`src/rtl/iterative_divider.sv`:
```
// Multi-cycle signed divider: restoring shift-subtract, one quotient bit per cycle,
// fixed latency regardless of operands (including divide-by-zero and overflow).

module add_sub #(
  parameter int unsigned WIDTH = 32
) (
  input  logic [WIDTH-1:0] a,
  input  logic [WIDTH-1:0] b,
  input  logic             sub,
  output logic [WIDTH-1:0] sum,
  output logic             carry_out
);
  assign {carry_out, sum} = {1'b0, a} + {1'b0, b ^ {WIDTH{sub}}} + {{WIDTH{1'b0}}, sub};
endmodule

module iterative_divider #(
  parameter int unsigned WIDTH = 32
) (
  input  logic             clock,
  input  logic             reset,
  input  logic             ctrl_DIV,
  input  logic [WIDTH-1:0] data_operandA,
  input  logic [WIDTH-1:0] data_operandB,
  output logic [WIDTH-1:0] data_result,
  output logic [WIDTH-1:0] data_remainder,
  output logic             data_exception,
  output logic             data_resultRDY,
  output logic             busy
);
  localparam logic [1:0] IDLE = 2'd0;
  localparam logic [1:0] RUN  = 2'd1;
  localparam logic [1:0] FIX  = 2'd2;
  localparam logic [1:0] DONE = 2'd3;

  localparam int unsigned CW = $clog2(WIDTH);
  localparam logic [CW-1:0] LAST = CW'(WIDTH - 1);
  localparam logic [WIDTH-1:0] MIN_VAL = {1'b1, {(WIDTH-1){1'b0}}};

  logic [1:0]       state;
  logic [CW-1:0]    count;
  logic [WIDTH-1:0] rem;
  logic [WIDTH-1:0] dvd;
  logic [WIDTH-1:0] dsr;
  logic             sign_q;
  logic             sign_r;
  logic             dz;
  logic             ov;

  logic [WIDTH-1:0] abs_a;
  logic [WIDTH-1:0] abs_b;
  logic [WIDTH:0]   rem_shift;
  logic [WIDTH-1:0] diff;
  logic             carry;
  logic             no_borrow;

  assign abs_a = data_operandA[WIDTH-1] ? ('0 - data_operandA) : data_operandA;
  assign abs_b = data_operandB[WIDTH-1] ? ('0 - data_operandB) : data_operandB;

  // Shifted partial remainder is WIDTH+1 bits; its top bit set means it already
  // exceeds any divisor, so no-borrow is that bit OR the WIDTH-bit subtract carry.
  assign rem_shift = {rem, dvd[WIDTH-1]};
  assign no_borrow = rem_shift[WIDTH] | carry;

  add_sub #(.WIDTH(WIDTH)) u_sub (
    .a         (rem_shift[WIDTH-1:0]),
    .b         (dsr),
    .sub       (1'b1),
    .sum       (diff),
    .carry_out (carry)
  );

  always_ff @(posedge clock) begin
    if (!reset) begin
      state          <= IDLE;
      count          <= '0;
      rem            <= '0;
      dvd            <= '0;
      dsr            <= '0;
      sign_q         <= 1'b0;
      sign_r         <= 1'b0;
      dz             <= 1'b0;
      ov             <= 1'b0;
      data_result    <= '0;
      data_remainder <= '0;
      data_exception <= 1'b0;
      data_resultRDY <= 1'b0;
      busy           <= 1'b0;
    end else begin
      data_resultRDY <= 1'b0;
      case (state)
        IDLE: begin
          // The RDY cycle still counts as busy, so a start is only taken after it.
          if (data_resultRDY) begin
            busy <= 1'b0;
          end else if (ctrl_DIV) begin
            dvd    <= abs_a;
            dsr    <= abs_b;
            rem    <= '0;
            count  <= '0;
            sign_q <= data_operandA[WIDTH-1] ^ data_operandB[WIDTH-1];
            sign_r <= data_operandA[WIDTH-1];
            dz     <= (data_operandB == '0);
            ov     <= (data_operandA == MIN_VAL) && (data_operandB == '1);
            busy   <= 1'b1;
            state  <= RUN;
          end
        end
        RUN: begin
          rem   <= no_borrow ? diff : rem_shift[WIDTH-1:0];
          dvd   <= {dvd[WIDTH-2:0], no_borrow};
          count <= count + 1'b1;
          if (count == LAST) state <= FIX;
        end
        FIX: begin
          if (sign_q) dvd <= '0 - dvd;
          if (sign_r) rem <= '0 - rem;
          state <= DONE;
        end
        DONE: begin
          if (dz) begin
            data_result    <= '0;
            data_remainder <= '0;
            data_exception <= 1'b1;
          end else if (ov) begin
            data_result    <= MIN_VAL;
            data_remainder <= '0;
            data_exception <= 1'b1;
          end else begin
            data_result    <= dvd;
            data_remainder <= rem;
            data_exception <= 1'b0;
          end
          data_resultRDY <= 1'b1;
          state          <= IDLE;
        end
        default: state <= IDLE;
      endcase
    end
  end
endmodule

```
`config.mk`:
```
export PLATFORM = sky130hd
export DESIGN_NAME = iterative_divider
export DESIGN_NICKNAME = d
export VERILOG_FILES = /design/src/rtl/iterative_divider.sv
export SDC_FILE = /design/constraint.sdc
export NUM_CORES = 1
export LEC_CHECK = 0
export CORE_ASPECT_RATIO = 0.75
export CORE_MARGIN = 5
export CORE_UTILIZATION = 52
export DETAILED_ROUTE_END_ITERATION = 6
export MAX_ROUTING_LAYER = met4
export PLACE_DENSITY = 0.78
export REMOVE_ABC_BUFFERS = 1
export SLEW_MARGIN = 0
export SYNTH_ARGS = -nofsm -noshare
export SYNTH_HDL_FRONTEND = slang
export SYNTH_SLANG_ARGS = --single-unit
```
`constraint.sdc`:
```
create_clock -name clock -period 3.5 [get_ports clock]
set_input_delay 0.525 -clock clock [delete_from_list [all_inputs] [get_ports clock]]
set_output_delay 0.525 -clock clock [all_outputs]
set_load 0.02 [all_outputs]
```
### Yosys cells after proc, flatten, opt, wreduce, memory -nomap -nowiden

Index checks and enable logic that the tools add are counted.

* add/sub/neg operators: 7
* equality and inequality tests: 11
* muxes and demuxes: 27
* bitwise operators: 4
* reduce and logical (&&, ||, !) cells: 12

Operators by type and width (count)
* 2-to-1 mux 32 bit: 13
* case mux 32 bit (3 select lines): 2
* subtractor 1 x 32 -> 32 bit (first input constant): 4
* == test 32 bit (second input constant): 2
* adder 32 x 32 -> 33 bit: 1
* adder 33 x 1 -> 33 bit (second input constant): 1
* logical NOT 32 bit: 1
* inverter 32 bit: 1
* 2-to-1 mux 5 bit: 2
* inequality test 2 bit (second input constant): 5
* case mux 5 bit (2 select lines): 1
* AND reduction 3 bit: 3
* case mux 2 bit (4 select lines): 1
* AND reduction 4 bit: 2
* 2-to-1 mux 2 bit: 3
* adder 5 x 1 -> 5 bit (second input constant): 1
* == test 5 bit (second input constant): 1
* 2-to-1 mux 1 bit: 5
* == test 2 bit (second input constant): 2
* nonzero test 2 bit: 2
* nonzero test 3 bit: 1
* == test 2 x 1 -> 1 bit (second input constant): 1
* logical NOT 2 bit: 1
* AND reduction 2 bit: 1
* 4 further kinds: 4

* bits in registers: 174
* input port bits: 67
* output and inout port bits: 67
* word-level logic and storage cells: 75

### Longest topological paths before layout

Gate-level depths: netlist of the first run.

* depth in word-level cells: 6
* mapped depth: 14
* depth with buffers taken out: 12

### By module

Synthesis of the first run repeated with hierarchy kept, for this count alone.

* cells, all modules: 1661
* area, all modules: 12416.9 um^2

By module, submodules not included
* iterative_divider: times used 1, cells an instance 1367, area each 10326.2 um^2, sequential area each 3483.3 um^2
* add_sub: times used 1, cells an instance 294, area each 2090.8 um^2, sequential area each 0.0 um^2

### Worst setup path before layout of the first run

Ideal clock, no wire load.

* kind: reg-to-reg
* start: register dvd[31]
* end: register rem[30]
* library setup time: 0.128 ns
* arrival: 3.104 ns
* data required time: 3.372 ns
* path slack: 0.268 ns
* stages on the path, launching flop included: 14
* buffers on the path: 2
* period minus slack after synthesis: 3.232 ns
* cell sequence: dfxtp_1 -> inv_1 -> ha_1 -> fa_1 -> nand2b_1 -> a21oi_1 -> o2111ai_1 -> o21ai_0 -> a31o_2 -> a21bo_2 -> clkbuf_1 -> buf_1 -> mux2i_1 -> o21ai_0

* cells in the longest elaborated chain, start to end: 5

Ends and longest elaborated chain
* start: declaration: RTL line 42 `logic [WIDTH-1:0] dvd;`
* start signal: assignment: RTL line 96 `dvd <= abs_a;`
* start signal: assignment: RTL line 110 `dvd <= {dvd[WIDTH-2:0], no_borrow};`
* start signal: assignment: RTL line 115 `if (sign_q) dvd <= '0 - dvd;`
* adder 32 x 32 -> 33 bit *: RTL line 13 `assign {carry_out, sum} = {1'b0, a} + {1'b0, b ^ {WIDTH{sub}}} + {{WIDTH{1'b0}}, sub};`
* adder 33 x 1 -> 33 bit *: RTL line 13
* bitwise OR 1 bit: RTL line 62 `assign no_borrow = rem_shift[WIDTH] | carry;`
* 2-to-1 mux 32 bit *: RTL line 109 `rem <= no_borrow ? diff : rem_shift[WIDTH-1:0];`
* case mux 32 bit (3 select lines) *: RTL line 90 `case (state)`
* end signal: assignment: RTL line 109
* end signal: assignment: RTL line 116 `if (sign_r) rem <= '0 - rem;`
* end: declaration: RTL line 41 `logic [WIDTH-1:0] rem;`

Every way passes the cells marked *; elsewhere a longest branch is shown, timed or not.
A chain may end at the register's enable or synchronous reset.

### Worst setup path in the final report of the first run

* start: register dvd[31]
* end: register dvd[0]

* cells in the longest elaborated chain, start to end: 4

Ends and longest elaborated chain (RTL line)
* adder 32 x 32 -> 33 bit: 13
* adder 33 x 1 -> 33 bit: 13
* bitwise OR 1 bit: 62
* case mux 32 bit (3 select lines): 90

No other way between the ends.

==> results of run 1 <==
flip-flops by register name, indices dropped and copies added (netlist names), 2 cells and up:
name	count
count	5
data_remainder	32
data_result	32
dsr	32
dvd	32
rem	32
state	2
routing by layer:
metal  part of all wire (%)  vias up  routed length (um)  GRT usage [%]
li1                       -     6005                   -              -
met1                     47     5665               16900           38.9
met2                     44      464               15600           41.3
met3                    7.2       53                2570           4.95
met4                    1.9        0                 664           6.60
met5                      0        -                   0              -
placed cells by master, fill, tap and decap left out, types with 17 or more instances in the layout:
master	Yosys	routed
nor3_1	30	30
clkdlybuf4s50_1	0	132
nand2b_1	20	20
nor2_1	101	101
nor2b_1	148	148
o211a_1	19	19
ha_1	43	41
xor2_1	29	29
o211ai_1	23	23
a21boi_0	18	18
inv_1	53	53
nand2_1	153	153
buf_4	0	94
a21oi_1	143	142
and3_1	21	21
dfxtp_1	174	174
or3_1	17	17
nand4_1	19	19
xnor2_1	69	69
nand3_1	65	64
o31ai_1	25	25
o21ai_0	130	130
clkbuf_16	0	17
final timing paths:
path	endpoint	start	depth (start not counted)
setup / recovery	dvd[0]	dvd[31]	16
hold / removal	sign_r	sign_r	2
setup reg to reg	dvd[0]	dvd[31]	16
hold reg to reg	sign_r	sign_r	2
worst min-delay path, cell delays in order, from the launching register on:
cell      delay, ns
dfxtp_1        0.32
nand2_1        0.06
a21boi_0       0.07
report_power, final:
| part | switching [mW] | internal, mW | leakage [nW] |
|---|---|---|---|
| sequential | 0.415 | 2.33 | 1.42 |
| clock | 0.858 | 1.00 | 0.261 |
| combinational | 3.52 | 2.31 | 4.16 |
repair_timing:
item | 4_1_cts | 5_1_grt
setup endpoints to repair | 0 | 2
endpoints found under the hold margin | 0 | 0
resized for setup | 0 | 2
final cells by class:
type	instances	area, um^2	share of cell area (%)
Multi-Input combinational cell	1272	7920	54.2
Sequential cell	174	3480	23.8
Timing Repair Buffer	229	2090	14.3
Clock buffer	19	443	3.03
Tap cell	300	375	2.57
Inverter	53	199	1.36
Clock inverter	13	118	0.804
metrics by stage:
stage	hold WS [ns]	power [mW]	setup slack, ns
global route	0.515	11.2	0.0711
finish	0.499	10.4	0.273
global placement	0.467	8.36	-0.00967
CTS	0.489	10.3	0.249
detailed placement	0.479	8.46	-0.0806
floorplan	0.447	6.52	-2.05
cells by family after synthesis:
group | count (synthesis) | synth area share, %
multiplexers | 12 | 1.03
flip-flops | 174 | 29.1
adder cells (fa/ha/maj) | 44 | 4.66
AND/OR/NAND/NOR | 648 | 28.4
buffers and inverters | 159 | 5.00
AO/OA/AOI/OAI | 470 | 24.7
XOR/XNOR | 98 | 7.17
==> impl_metrics.csv, run 1 <==
group,metric,value,unit
status,status,"finished clean",
floorplan,initial_core_util,52.5,%
layout,fin_area,14600,um^2
cts,cts_tree,"done",
logic_synthesis,synth.yosys.warnings,0,
critical_path,cp_cell_sequence,"inv_1 > ha_1 > fa_1 > nand2b_1 > a21oi_2 > o2111ai_1 > o21ai_0 > buf_4 > a31o_2 > buf_4 > a21boi_2 > buf_12 > buf_4 > o22ai_1 > nand2_1 > a21boi_0",
timing,setup_viol,0,
timing,fin_crit,3.23,ns
power_and_ir_drop,power.leakage,5.83,nW
logic_synthesis,synth_common_cells,"174 x dfxtp_1, 153 x nand2_1, 148 x nor2b_1",
global_routing,grt_overflow,0,
floorplan,pin_count,134,
layout,fill_cells,2009,
cts,holdBufCountCts,0,
logic_synthesis,synth_cell_type_count,72,
critical_path,critPathMaxFanout,22,
logic_synthesis,synth_top_area_share,29.1,%
placed_design,dpl_cell_area,14100,um^2
power_and_ir_drop,powerDensity,714,nW/um^2
global_routing,grt_max_degree,68,
routing,drtPass1Iterations,5,
cts,clk_latency,0.44,ns
routing,vias,12200,
timing,max_freq,310,MHz
layout,area_delta_synth_final,22.2,%
timing,finClkSkew,0.00853,ns
logic_synthesis,synth_edf_count,0,
timing,rsz0062_at_grt,"no",
run,drv_cap,0,
routing,routedWlPerCell,17.4,um
layout,final_util,64.1,%
placed_design,numPortBuffers,133,
critical_path,cpPeakStageDelay,0.41,ns
critical_path,critPathMostFrequentCell,"buf_4",
floorplan,die_h,141,um
critical_path,crit_path_top_delay_cell,"fa_1",
critical_path,path_class,"flip-flop to flip-flop",
timing,hold_viol,0,
global_routing,grt_use_total,27.6,%
timing,worstMarginPinSlew,0.974,ns
cts,cts_setup_buffers,0,
layout,fin_nets,1858,
critical_path,crit_buf_inv,5,
floorplan,die-area,26200,um^2
critical_path,critPathCaptureType,"flip-flop",
logic_synthesis,syn-cell-area,12000,um^2
routing,dr.first_iter.drc_count,1260,
logic_synthesis,yosysSeqAreaShare,29.1,%
cts,cts_root_buffer,"clkbuf_16",
logic_synthesis,synthCells,1605,
placed_design,gp_congestion,0.940,
layout,final_cells,2060,
global_routing,antenna_found_initial,0,
timing,drv_slew,0,
logic_synthesis,ys_ff_latch,174,
layout,drive_gt1_share,8.81,%
cts,cts_buffer_depth,2,
global_routing,grt_pass1_vias,11300,
power_and_ir_drop,max-vdd-ir-drop,0.000416,V
placed_design,dp_cells,2028,
timing,period_share,92.2,%
critical_path,cp.arrival,3.59,ns
placed_design,dpl.hpwl,26.0,mm
routing,drtAntennaViolNets,0,
floorplan,num_rows,48,
logic_synthesis,synth_most_common_cell,"dfxtp_1",
critical_path,worstSetupStartpointType,"flip-flop",
timing,maxSlewHeadroom,35.1,%
worst_hold_path,hold_class,"flip-flop to flip-flop",
cts,cts_sinks,174,
routing,totalWireLength,35.8,mm
layout,diodes,0,
floorplan,core_area,22800,um^2
routing,vias_per_cell,5.92,
cts,cts_buffers,17,
critical_path,rrSetupSlack,0.27,ns
logic_synthesis,syn_avg_cell_area,7.46,um^2
cts,clkTransAtPathRegs,0.07,ns
cts,h-tree-depth,4,
logic_synthesis,ys_dominant_reg_cell,"dfxtp_1",
critical_path,cp_top_family,"compound AO/OA/AOI/OAI gates",
floorplan,die_x,185,um
routing,drc,0,
critical_path,crit_required,3.86,ns
logic_synthesis,async_reset_ff_share,0,%
timing,tns,0,ns
logic_synthesis,yosys-top-cells-area,"dfxtp_1 29%, nor2b_1 7.7%, a21oi_1 6.0%",
logic_synthesis,synth_top_area_cell,"dfxtp_1",
global_routing,grt_pass1_wl,57.8,mm
(Power assumes the default switching activity.)
==> inputs of run 2 (changes only) <==
CORE_ASPECT_RATIO = 0.5   (was 0.75)
CORE_MARGIN = 2   (was 5)
CORE_UTILIZATION = 58   (was 52)
PLACE_DENSITY = 0.82   (was 0.78)
clock period = 3.6 ns   (was 3.5 ns; I/O delays follow)
==> impl_metrics.csv, run 2 (synthesis gave the netlist of run 1 again) <==
group,metric,value,unit
global_routing,antenna_found_initial,1,
placed_design,dpl_cell_area,13800,um^2
worst_hold_path,hold_start,"sign_r",
layout,fin_nets,1831,
timing,period_share,92.7,%
power_and_ir_drop,power.leakage,5.75,nW
placed_design,gp_congestion,0.992,
critical_path,critPathMaxFanout,9,
power_and_ir_drop,fin_total_pwr,10.2,mW
status,status,"finished clean",
placed_design,numPortBuffers,133,
global_routing,grt_overflow,0,
layout,fin_area,14500,um^2
critical_path,rr_endpoint,"rem[29]",
timing,fin_crit,3.34,ns
floorplan,die-area,21900,um^2
layout,final_util,70.8,%
routing,drc,0,
placed_design,dpl_worst_slack,-0.105,ns
global_routing,met1_usage,42.1,%
cts,cts_sinks,174,
cts,clkTransAtPathRegs,0.07,ns
global_routing,grt_max_degree,96,
global_routing,grt_util_met3,6.62,%
global_routing,grt_pass1_wl,56.9,mm
timing,setup_slack,0.263,ns
worst_hold_path,hold_class,"flip-flop to flip-flop",
routing,vias_per_cell,6.16,
floorplan,initial_core_util,58.6,%
critical_path,reg2reg_depth,12,
critical_path,rrSetupSlack,0.26,ns
timing,finClkSkew,0.00860,ns
global_routing,grt_use_total,32.4,%
floorplan,core_area,20400,um^2
routing,drtAntennaViolNets,0,
timing,maxSlewHeadroom,20.4,%
layout,fill_cells,1676,
layout,final_common_cell,"dfxtp_1",
timing,rsz0062_at_grt,"no",
power_and_ir_drop,powerDensity,707,nW/um^2
global_routing,grt_pass1_vias,11600,
floorplan,die_x,207,um
worst_hold_path,whs_endpoint,"sign_r",
critical_path,path_class,"flip-flop to flip-flop",
cts,cts_tree,"done",
routing,routedWlPerCell,17.5,um
cts,cts_buffers,17,
floorplan,num_rows,37,
critical_path,crit_required,3.96,ns
worst_hold_path,hold_depth,2,
cts,clk_latency,0.44,ns
cts,cts_root_buffer,"clkbuf_16",
layout,area_delta_synth_final,20.8,%
run,drv_cap,0,
timing,drv_slew,0,
global_routing,busiest_layer,"met2",
cts,cts_setup_buffers,0,
timing,worstMarginPinSlew,1.19,ns
critical_path,cp.arrival,3.69,ns
timing,hold_viol,0,
placed_design,dpl.hpwl,24.8,mm
floorplan,pin_count,134,
routing,totalWireLength,35.1,mm
global_routing,use_met2,50.6,%
cts,cts_resized,0,
timing,max_freq,300,MHz
critical_path,worstSetupStartpointType,"flip-flop",
routing,vias,12400,
routing,dr.first_iter.drc_count,1443,
layout,drive_gt1_share,7.16,%
layout,mostFrequentLayoutCells,"174 x dfxtp_1, 153 x nand2_1, 148 x nor2b_1",
power_and_ir_drop,max-vdd-ir-drop,0.000455,V
cts,cts_buffer_depth,2,
cts,holdBufCountCts,0,
critical_path,r2r-start,"dvd[31]",
cts,h-tree-depth,4,
critical_path,critPathCaptureType,"flip-flop",
timing,setup_viol,0,
floorplan,die_h,106,um
routing,drtPass1Iterations,5,
[run 2: cell types whose count changed in the layout (fill, tap and decap cells not counted)]
| cell | change |
|---|---|
| clkinv_2 | -3 |
| clkinv_4 | -2 |
| a21oi_1 | +1 |
| buf_12 | -2 |
| bufinv_16 | +4 |
| nor3b_2 | -1 |
| buf_4 | -25 |
| a21boi_2 | -1 |
| clkbuf_8 | +2 |
| diode_2 | +1 |
| nor3b_1 | +1 |
| a21boi_4 | +1 |
| a21oi_2 | -1 |
| clkinvlp_4 | -3 |
[run 2: area by class of cell]
type                       count  area [um^2]  share of cell area, %
antenna                        1         2.50                 0.0173
clock buffer                  21          470                   3.25
clock inverter                 9          183                   1.26
inverter                      53          199                   1.38
multi-input combinational   1272         7920                   54.8
sequential                   174         3480                   24.1
tap                          273          342                   2.36
timing repair buffer         202         1860                   12.9
[run 2: worst max-delay path, cell delays in order, from the launching register on]
cell and delay [ns]:
dfxtp_1 0.34, inv_1 0.06, ha_1 0.23, fa_1 0.41, nand2b_1 0.18, a21oi_1 0.32, o2111ai_1 0.20, o21ai_0 0.32
a31o_2 0.24, a21bo_2 0.28, buf_4 0.20, nand2_1 0.20, o211ai_1 0.26
[run 2: metal layers]
metal	part of all wire (%)	wire length [um]
met1	44	15600
met2	44	15400
met3	9.1	3190
met4	2.4	843
met5	0	0
[run 2: worst max path at each step]
stage                             end  cells after the start              from
floorplan           data_remainder[0]                      4          state[1]
global placement              dsr[30]                     10  data_operandB[6]
detailed placement            dsr[30]                     10  data_operandB[6]
CTS                           rem[29]                     12           dvd[31]
global route                  rem[29]                     12           dvd[31]
finish                        rem[29]                     12           dvd[31]
[run 2: report_power, final]
group          switching [mW]  leakage [nW]  internal, mW
clock network           0.816         0.312          1.28
registers               0.432          1.42          2.27
logic                    3.31          4.02          2.11
total                    4.56          5.75          5.67
[run 2: metrics by stage]
step	hold WS, ns	TNS [ns]	std cells
after floorplan	0.447	-124.71	1499
after global placement	0.465	0	1974
after detailed placement	0.471	-0.221	1974
after CTS	0.480	0	2004
after global routing	0.519	0	2005
final	0.482	0	2005
==> edit: new RTL, settings of run 2 <==
`WIDTH` is set to 32 in 2 places; all go to 16.
--- a/src/rtl/iterative_divider.sv
+++ b/src/rtl/iterative_divider.sv
@@ -2,7 +2,7 @@
 // fixed latency regardless of operands (including divide-by-zero and overflow).
 
 module add_sub #(
-  parameter int unsigned WIDTH = 32
+  parameter int unsigned WIDTH = 16
 ) (
   input  logic [WIDTH-1:0] a,
   input  logic [WIDTH-1:0] b,
@@ -14,7 +14,7 @@
 endmodule
 
 module iterative_divider #(
-  parameter int unsigned WIDTH = 32
+  parameter int unsigned WIDTH = 16
 ) (
   input  logic             clock,
   input  logic             reset,
Ports: changed (resized data_operandA, data_operandB, data_remainder and data_result); port bits go from 134 to 70. No check against the original RTL was run, so the function may have changed too.
==> edit against run 2 <==
  * Critical path type unchanged
  * Cell count decreased by 51%
  * Global-route usage is 3.4 points lower
  * Synthesized area decreased by 48%
  * Synthesized cell count down 51%
  * Sequential cell count down 81
  * Highest routed layer unchanged
  * Power fell by 53%
  * Wire length down 55%
  * Critical endpoint is now rem[1]
  * Worst setup slack better by 0.15 ns
  * Clock skew barely moved
  * Count of clock-buffer cells in the layout decreased by 11
  * Core utilization down 0.088 points
  * Via count shrank 52%
  * Cell area shrank 50%
==> edit: results (changes against run 2) <==
The flow ran to the end, and the final reports show no timing, DRC or antenna violations. The count of cell types in the netlist came out at 72 (unchanged). Number of cells on the worst hold path: 2 (unchanged). The maximum buffer depth of the clock tree was 2 (unchanged). Total number of nets in the final design: 898 (-51%). The final standard cell count with taps included and fillers excluded is 981 (-51%).

The tools report the placed standard-cell area as 7000 um2 (-49%). The cell leakage power is 2.90 nW (-50%), and the register area share after synthesis is 30.1% (+0.98 points). The run gives 0.328 mV (-28%) as the maximum vdd ir drop. The path class of the tightest hold or removal check is flip-flop to flip-flop.

After synthesis, the cell types taking the most area are sky130_fd_sc_hd__dfxtp_1 30%, sky130_fd_sc_hd__nor2b_1 7.4%, sky130_fd_sc_hd__nand2_1 5.5%. Critical path data arrival time: 3.46 ns (-0.23 ns). The run gives 0 (-1) as the number of antenna violations at the first check in global routing. The number of resized instances in the post-cts repair step was 0 (unchanged). The count of TritonRoute iterations in the first routing pass is 5 (unchanged), and the antenna diode count is 0 (-1). For the relative slew slack, the log shows 45.2% (+25 points). The number of buffers added for setup after CTS was 0 (unchanged).

The number of global-route vias before repair was 5501 (-52%). The tools report the clock root buffer as sky130_fd_sc_hd__clkbuf_16. The fraction of layout cells with a size suffix above 1 was 5.47% (-1.7 points).

The post-detailed-route wirelength per cell is 16.1 um (-7.7%), and the post-placement setup slack is 0.544 ns (+0.649 ns). The count of buffers from port buffering is 69 (-48%). Among all stages on the critical path, the largest delay is contributed by sky130_fd_sc_hd__fa_1.

The number of buffers added by the clock tree synthesis step is 9 (-8). The clock transition time at the flip-flop clock pins of the worst setup and hold paths was 0.07 ns (about the same); the global router's overall resource usage was 29.1% (-3.4 points). The largest driver fanout on the critical path works out to 12 (+3). The number of remaining DRC errors was 0 (unchanged). The logs give 70 (-27%) for the pin count of the biggest net entering global routing and 0.894 (-9.9%) for the weighted congestion at the end of routability-driven global placement.

The share of flip-flops with an asynchronous set or reset after synthesis is 0% (unchanged), and the layout filler cell count is 835 (-50%). The HPWL reported at the end of detailed placement came out at 11.1 mm (-55%). In the synthesized netlist the dominant register cell turns out to be sky130_fd_sc_hd__dfxtp_1. Post-synthesis area per instance: 7.87 um2 (+5.6%). The depth of the most critical reg-to-reg path is 11 (-1), and the maximum clock skew at final layout is 0.00889 ns (+0.000285 ns). Average via count per standard cell: 5.99 (-2.7%). The count of warnings emitted by yosys was 0 (unchanged); the number of placed instances with taps included was 965 (-51%). The clock network latency to the later pin of the worst-skew pair came out at 0.34 ns (-0.10 ns). The commonest cells after synthesis are 93 x sky130_fd_sc_hd__dfxtp_1, 91 x sky130_fd_sc_hd__nand2_1, 73 x sky130_fd_sc_hd__nor2b_1. Longest individual stage delay on the worst path: 0.41 ns (about the same).

The deepest level of the CTS H-tree is 3 (-1). First-pass GRT wire length: 26.4 mm (-54%). First-iteration detailed-routing DRC count: 379 (-74%).
-- edit: cell types whose count changed after synthesis, sizes merged, moves of 48 or more --
cell           run 2  this run
nand3             65        17
clkbuf            97        41
o21ai            131        47
a21oi            143        53
nor2             101        39
nand2            153        91
dfxtp            174        93
nor2b            148        73
-- edit: kinds of logic after synthesis --
| logic type | after synthesis | share of synthesized area, % |
|---|---|---|
| AO/OA/AOI/OAI | 228 | 25.2 |
| buffers and inverters | 85 | 5.40 |
| AND/OR/NAND/NOR | 295 | 25.1 |
| adder cells (fa/ha/maj) | 27 | 5.58 |
| XOR/XNOR | 43 | 6.09 |
| multiplexers | 15 | 2.51 |
| flip-flops | 93 | 30.1 |
-- edit: final timing paths --
check / slack, ns / end / startpoint
worst max-delay path: 0.41 / rem[1] / dvd[15]
worst min-delay path: 0.47 / dsr[0] / dsr[0]
worst max register to register: 0.41 / rem[1] / dvd[15]
worst min register to register: 0.47 / dsr[0] / dsr[0]
-- edit: worst max-delay path, delay by kind of cell (launching register included) --
family	cells	cell delay (ns)
AOI/OAI and AO/OA	4	1.06
adders and majority gates	2	0.64
buffers and inverters	2	0.30
DFF	1	0.36
muxes	1	0.31
and+or+nand+nor	2	0.43
-- edit: stage by stage --
stage / utilization, % / total power, mW
CTS: 70.7 / 4.78
global route: 70.7 / 5.15
floorplan: - / 3.17
global placement: 68.1 / 3.81
finish: 70.7 / 4.82
detailed placement: 68.1 / 3.86
-- edit: area by class of cell --
class	instances	share of cell area, %
Clock inverter	6	0.499
Multi-Input combinational cell	608	55.0
Timing Repair Buffer	84	11.2
Inverter	40	2.07
Tap cell	140	2.41
Sequential cell	93	25.6
Clock buffer	10	3.29
-- edit: layer usage --
| metal | up-vias | GRT usage (%) | routed length (um) |
|---|---|---|---|
| met1 | 2769 | 38.3 | 7200 |
| met5 | - | - | 0 |
| met3 | 29 | 5.36 | 1050 |
| met4 | 0 | 8.49 | 291 |
| li1 | 2898 | - | - |
| met2 | 183 | 45.8 | 7290 |
-- edit: power breakdown --
part	leakage (nW)	total (mW)	internal, mW	switching [mW]
logic	2.00	2.57	1.06	1.51
clock network	0.138	0.898	0.485	0.413
registers	0.757	1.35	1.19	0.161
total	2.90	4.82	2.73	2.09
